===== config.mk =====
export PLATFORM = sky130hd
export DESIGN_NAME = round_control_flat
export DESIGN_NICKNAME = d
export VERILOG_FILES = /design/src/rtl/round_control_if.sv /design/src/rtl/round_control.sv /design/src/flat_wrapper.sv
export SDC_FILE = /design/constraint.sdc
export NUM_CORES = 1
export LEC_CHECK = 0
export BUFFER_PORTS_ARGS = -buffer_cell sky130_fd_sc_hd__buf_4
export CAP_MARGIN = 20
export CORE_ASPECT_RATIO = 0.9
export CORE_MARGIN = 4
export CORE_UTILIZATION = 25
export DETAILED_ROUTE_END_ITERATION = 8
export GPL_ROUTABILITY_DRIVEN = 0
export GPL_TIMING_DRIVEN = 0
export SLEW_MARGIN = 10
export SYNTH_ARGS = -nofsm -noshare
export SYNTH_HDL_FRONTEND = slang
export SYNTH_SLANG_ARGS = --single-unit

===== constraint.sdc =====
create_clock -name clk -period 4.2 [get_ports clk]
set_input_delay 0.63 -clock clk [delete_from_list [all_inputs] [get_ports clk]]
set_output_delay 0.63 -clock clk [all_outputs]
set_load 0.02 [all_outputs]

===== src/rtl/round_control_if.sv =====
// Signal bundle between the round control unit and its surroundings:
// round inputs from the datapath/player side, counter/register controls
// and round status going back out.
interface round_control_if;
    logic       start;
    logic       play;
    logic       match;
    logic       last;
    logic       cnt_clr_n;
    logic       cnt_en;
    logic       reg_en;
    logic       done;
    logic       win;
    logic       timeout;
    logic [3:0] db_state;

    // Drives the round inputs and observes the controls/status.
    modport master (
        output start, play, match, last,
        input  cnt_clr_n, cnt_en, reg_en, done, win, timeout, db_state
    );

    // The control unit itself.
    modport slave (
        input  start, play, match, last,
        output cnt_clr_n, cnt_en, reg_en, done, win, timeout, db_state
    );
endinterface


===== src/rtl/round_control.sv =====
// Moore control unit for one play round: sequences the position counter
// and play register, times out a slow player and reports win/lose/timeout.
// Every output is decoded from the state register alone.
module round_control #(
    parameter int TIMEOUT = 5000
) (
    input  logic                  clk,
    input  logic                  clr,
    round_control_if.slave        bus
);
    localparam int TW = $clog2(TIMEOUT);
    localparam logic [TW-1:0] TIMER_LAST = TW'(TIMEOUT - 1);

    typedef enum logic [3:0] {
        IDLE  = 4'h0,
        PREP  = 4'h1,
        WAIT  = 4'h2,
        STORE = 4'h3,
        CHECK = 4'h4,
        NEXT  = 4'h5,
        WIN   = 4'hA,
        LOSE  = 4'hE,
        TOUT  = 4'hF
    } state_t;

    state_t          state_reg;
    state_t          state_next;
    logic [TW-1:0]   timer_reg;
    logic [TW-1:0]   timer_next;

    // State and timer registers; clr forces IDLE at once, independent of clk.
    always_ff @(posedge clk or posedge clr) begin
        if (clr) begin
            state_reg <= IDLE;
            timer_reg <= '0;
        end else begin
            state_reg <= state_next;
            timer_reg <= timer_next;
        end
    end

    // Timer counts WAIT cycles and is zero everywhere else; it stops at its
    // last value because WAIT is always left on that cycle, so it never wraps.
    always_comb begin
        timer_next = '0;
        if (state_reg == WAIT && timer_reg != TIMER_LAST) begin
            timer_next = timer_reg + TW'(1);
        end
    end

    // Next-state logic; play takes priority over timer expiry in WAIT.
    always_comb begin
        state_next = state_reg;
        case (state_reg)
            IDLE:  if (bus.start) state_next = PREP;
            PREP:  state_next = WAIT;
            WAIT: begin
                if (bus.play) begin
                    state_next = STORE;
                end else if (timer_reg == TIMER_LAST) begin
                    state_next = TOUT;
                end
            end
            STORE: state_next = CHECK;
            CHECK: begin
                if (!bus.match) begin
                    state_next = LOSE;
                end else if (bus.last) begin
                    state_next = WIN;
                end else begin
                    state_next = NEXT;
                end
            end
            NEXT:  state_next = WAIT;
            WIN, LOSE, TOUT: if (bus.start) state_next = PREP;
            default: state_next = IDLE;
        endcase
    end

    // Output decode from the state register only.
    always_comb begin
        bus.cnt_clr_n = 1'b1;
        bus.cnt_en    = 1'b0;
        bus.reg_en    = 1'b0;
        bus.done      = 1'b0;
        bus.win       = 1'b0;
        bus.timeout   = 1'b0;
        bus.db_state  = state_reg;
        case (state_reg)
            IDLE, PREP: bus.cnt_clr_n = 1'b0;
            STORE:      bus.reg_en    = 1'b1;
            NEXT:       bus.cnt_en    = 1'b1;
            WIN: begin
                bus.done = 1'b1;
                bus.win  = 1'b1;
            end
            LOSE:       bus.done = 1'b1;
            TOUT: begin
                bus.done    = 1'b1;
                bus.timeout = 1'b1;
            end
            default: ;
        endcase
    end
endmodule


===== src/flat_wrapper.sv =====
// flat-port wrapper written by rule: the top's interface ports become plain ports
module round_control_flat 
#(
    parameter int TIMEOUT = 5000
)
  (clk, clr, bus_start, bus_play, bus_match, bus_last, bus_cnt_clr_n, bus_cnt_en, bus_reg_en, bus_done, bus_win, bus_timeout, bus_db_state);
  round_control_if bus_i ();
  input  logic clk;
  input  logic clr;
  input wire logic [$bits(bus_i.start)-1:0] bus_start;
  input wire logic [$bits(bus_i.play)-1:0] bus_play;
  input wire logic [$bits(bus_i.match)-1:0] bus_match;
  input wire logic [$bits(bus_i.last)-1:0] bus_last;
  output wire logic [$bits(bus_i.cnt_clr_n)-1:0] bus_cnt_clr_n;
  output wire logic [$bits(bus_i.cnt_en)-1:0] bus_cnt_en;
  output wire logic [$bits(bus_i.reg_en)-1:0] bus_reg_en;
  output wire logic [$bits(bus_i.done)-1:0] bus_done;
  output wire logic [$bits(bus_i.win)-1:0] bus_win;
  output wire logic [$bits(bus_i.timeout)-1:0] bus_timeout;
  output wire logic [$bits(bus_i.db_state)-1:0] bus_db_state;
  assign bus_i.start = bus_start;
  assign bus_i.play = bus_play;
  assign bus_i.match = bus_match;
  assign bus_i.last = bus_last;
  assign bus_cnt_clr_n = bus_i.cnt_clr_n;
  assign bus_cnt_en = bus_i.cnt_en;
  assign bus_reg_en = bus_i.reg_en;
  assign bus_done = bus_i.done;
  assign bus_win = bus_i.win;
  assign bus_timeout = bus_i.timeout;
  assign bus_db_state = bus_i.db_state;
  round_control #(.TIMEOUT(TIMEOUT)) u_core (.clk(clk), .clr(clr), .bus(bus_i));
endmodule

# Yosys cells after proc, flatten, opt, wreduce, memory -nomap -nowiden

Index checks and enable logic that the tools add are counted.

Output and inout port bits: 10
Register bits: 17
Input bits: 6

Reductions and logical operators: 7
Eq/ne operators: 12
$add $sub $neg: 1
Muxes and demuxes: 13

Operator list:

| cell                    | number |
|---|---|
| $mux W4                 | 5 |
| $pmux W4 S5             | 1 |
| $add A13 B1 Y13 const B | 1 |
| $eq A13 B13 Y1 const B  | 1 |
| $mux W13                | 1 |
| $ne A13 B13 Y1 const B  | 1 |
| $eq A4 B4 Y1 const B    | 3 |
| $eq A4 B2 Y1 const B    | 2 |
| $eq A4 B3 Y1 const B    | 2 |
| $mux W1                 | 6 |
| $eq A4 B1 Y1 const B    | 1 |
| $logic_not A4 Y1        | 1 |
| $reduce_or A2 Y1        | 2 |
| $reduce_or A4 Y1        | 1 |
| $ne A3 B3 Y1 const B    | 1 |
| $reduce_or A3 Y1        | 1 |
| $ne A2 B1 Y1 const B    | 1 |
| $reduce_and A2 Y1       | 1 |
| $logic_and A1 B1 Y1     | 1 |

# Depth between registers and ports, before layout

Word-level depth: 4
Mapped depth: 6

# Worst setup path before layout

No wires, ideal clock.

Kind: reg2out
Start point: reg u_core.state_reg[1] (netlist: u_core.bus.db_state[1])
End point: out bus_win
Slack: 2.196 ns
Required time: 3.570 ns
Arrival time: 1.374 ns
Stages on the path, launching flop included: 4
Path through: dfrtp_1 clkbuf_1 nand2_1 nor3_1

Word-level cells in the longest chain between the ends: 2

Ends and longest elaborated chain:

| what                   | RTL line            | RTL |
|---|---|---|
| from (decl)            | round_control.sv:26 | `state_t state_reg;` |
| from (signal assigned) | round_control.sv:37 | `state_reg <= state_next;` |
| $eq A4 B4 Y1           | round_control.sv:89 | `case (state_reg)` |
| $mux W1                | round_control.sv:89 |  |
| to (decl)              | flat_wrapper.sv:18  | `output wire logic [$bits(bus_i.win)-1:0] bus_win;` |

Every way passes these cells.

# Worst setup path in the final report

Start point: reg u_core.state_reg[1] (netlist: u_core.bus.db_state[1])
End point: out bus_done

Word-level cells in the longest chain between the ends: 3
Elaborated cells on any way between the ends: 5
Those cells by class: 3 x eq/ne; 1 x mux; 1 x reduce/logical

Ends and longest elaborated chain:

| what                           | RTL line            | RTL |
|---|---|---|
| $eq A4 B4 Y1                   | round_control.sv:89 |  |
| $reduce_or A3 Y1 (no line) (*) | n/a                 |  |
| $mux W1 (*)                    | round_control.sv:89 |  |
| to (decl)                      | flat_wrapper.sv:17  | `output wire logic [$bits(bus_i.done)-1:0] bus_done;` |

Mark *: on every way between the ends. The rest lies on a longest branch, timed or not.

==> results.toml <==
[timing]
final-hold-violation-count = 0
timing.hold.ws_ps = 459
setup_slack_ps = 1940
period_needed_ps = 2260
max_freq_mhz = 443
worst_slew_pin_slew_ps = 637
rsz0062_at_grt = "false"
slew_headroom_pct = 57.5
setup_tns_ps = 0
fin_skew_ps = 4.48
finalSetupViolCount = 0
finalMaxSlewViolations = 0
period_share_pct = 53.8

[clock_network]
hold_buffers = 0
cts_tree = "done"
cts-resized-gates = 0
insertion_delay_ps = 250
htreeDepth = 1
cts_buffer_depth = 2
root_buffer = "clkbuf_8"
numCtsBuffers = 3
cts.sinks = 17
cts_setup_buffers = 0
clk_pin_slew_worst_paths_ps = 70

[synthesis]
synth_area_um2 = 998
synthFlopType = "dfrtp_1"
synth_top_cell_area_share_pct = 42.6
syn_inst = 111
yosys.area.top_type = "dfrtp_1"
ys_types = 37
syn_area_per_cell_um2 = 9.00
synth_warnings = 0
synth_seq_cells = 17
synth_area_leaders = "dfrtp_1 (43%), xnor2_1 (8.8%), nor2_1 (7.9%), nor3_1 (3.5%), nand3_1 (3.0%)"
synth_nets = 118
async_flop_share_pct = 100
seq_area_frac_synth_pct = 42.6
synth-edff-count = 0

[place]
dp_hpwl_mm = 1.59
pre_cts_ws_ps = 2280
io_buffers = 15

[worst_setup_path]
cp_slowest_stage_delay_ps = 400
critPathSlowestCell = "dfrtp_1"
start_kind = "register"
cp.required_ps = 3570
arrival_ps = 1630
path_cells = "clkbuf_1 > nand2_1 > nor2_1 > buf_4"
worstSetupPathType = "register to output port"
crit_path_end_kind = "output port"
crit_buf_inv = 2
critPathTopFamily = "buffers and inverters"
path_max_fanout = 10

[final_layout]
antennaDiodeCount = 0
drive_above_1_share_pct = 20.0
fin_nets = 138
largest_reg_flops = 13
nFillCells = 418
syn_to_final_growth_pct = 21.9

[global_route]
grt_start_max_net_pins = 18
grtUsageTotal_pct = 9.20
grt_pass1_wl_mm = 3.63
overflow = 0
antenna_found_initial = 0
grt_pass1_vias = 908

[drt]
drtAntennaViolNets = 0
first_pass_iters = 4
drcViolationCount = 0
vias = 859
vias_per_cell = 4.88
routed_wirelength_mm = 2.12
drt_iter0_markers = 24
detail_route.wl_per_cell_um = 12.0

[floorplanning]
die_x_um = 74.6
io_pins = 16
fp.coreArea_um2 = 3780
rows = 21
fp.dieH_um = 68.0
die-area_um2 = 5070
initial_utilization_pct = 26.4

[outcome]
status = "completed"

[min_path]
min_path_type = "input pin to asynchronous set/reset pin"

[pwr]
power_density_nw_per_um2 = 585
ir_drop_mv = 0.345
power.leakage_uw = 0.000489

[job]
drv_cap = 0
synth_stat cells, types with 2 or more instances:
library cell and instances:
nor2_1 21, dfrtp_1 17, xnor2_1 10, nand2_1 8
inv_1 7, nor3_1 7, nand3_1 6, clkbuf_1 3
nand2b_1 2, nand4_1 2, nor4_1 2
placed cells by master, fill, tap and decap left out, types with 3 or more instances in the layout:
cell / synthesis / layout
clkbuf_1: 3 / 3
buf_4: 0 / 15
nand3_1: 6 / 6
dfrtp_1: 17 / 17
nand2_1: 8 / 8
inv_1: 7 / 7
clkbuf_8: 0 / 3
xnor2_1: 10 / 10
nor3_1: 7 / 7
nor2_1: 21 / 21
routing by layer:
metal / wire length (µm) / global-route usage [%] / part of all wire, %
met1: 992 / 10.7 / 47
met2: 956 / 15.4 / 45
met3: 148 / 3.96 / 7.0
met4: 18 / 2.67 / 0.85
met5: 0 / 0 / 0
cells by family (layout without fill, tap and decap cells):
logic type / count (synthesis) / count (layout) / synth area share [%]
xor gates and xnor gates: 11 / 11 / 9.65
DFF: 17 / 17 / 42.6
and+or+nand+nor: 58 / 58 / 30.1
AOI/OAI and AO/OA: 12 / 12 / 11.2
adders and majority gates: 1 / 1 / 1.25
buffers and inverters: 12 / 31 / 5.26
final timing paths:
path | from | endpoint | slack, ps | cells after the start
min | clr | u_core.bus.db_state[0]$_DFFE_PP0P_ | 460 | 2
max reg2reg | u_core.bus.db_state[1]$_DFFE_PP0P_ | u_core.bus.db_state[2]$_DFFE_PP0P_ | 2560 | 5
min in group clk | u_core.timer_reg[0]$_DFF_PP0_ | u_core.timer_reg[0]$_DFF_PP0_ | 480 | 1
max | u_core.bus.db_state[1]$_DFFE_PP0P_ | bus_done | 1940 | 4
min reg2reg | u_core.timer_reg[0]$_DFF_PP0_ | u_core.timer_reg[0]$_DFF_PP0_ | 480 | 1
max in group asynchronous | clr | u_core.timer_reg[4]$_DFF_PP0_ | 3330 | 2
where the power goes:
part           switching, µW  total (µW)  internal, µW
Combinational            205         367           162
Sequential              31.7         222           190
Clock                   56.8         124          66.8
through the flow:
step / utilization (%) / instance area (µm²) / cells / power (µW)
2_1_floorplan: - / 998 / 111 / 482
3_3_place_gp: 30.9 / 1170 / 172 / 583
3_5_place_dp: 30.9 / 1170 / 172 / 590
4_1_cts: 32.2 / 1220 / 176 / 719
5_1_grt: 32.2 / 1220 / 176 / 763
6_report: 32.2 / 1220 / 176 / 712
final cells by class:
type                            count  area [µm²]  share of cell area [%]
Multi-Input combinational cell     82         520                    42.8
Sequential cell                    17         425                    34.9
Timing Repair Buffer               15         113                    9.25
Tap cell                           46        57.6                    4.73
Clock buffer                        3        41.3                    3.39
Buffer                              5        26.3                    2.16
Inverter                            7        26.3                    2.16
Clock inverter                      1        7.51                   0.617
Power figures use the tool's default switching activity.
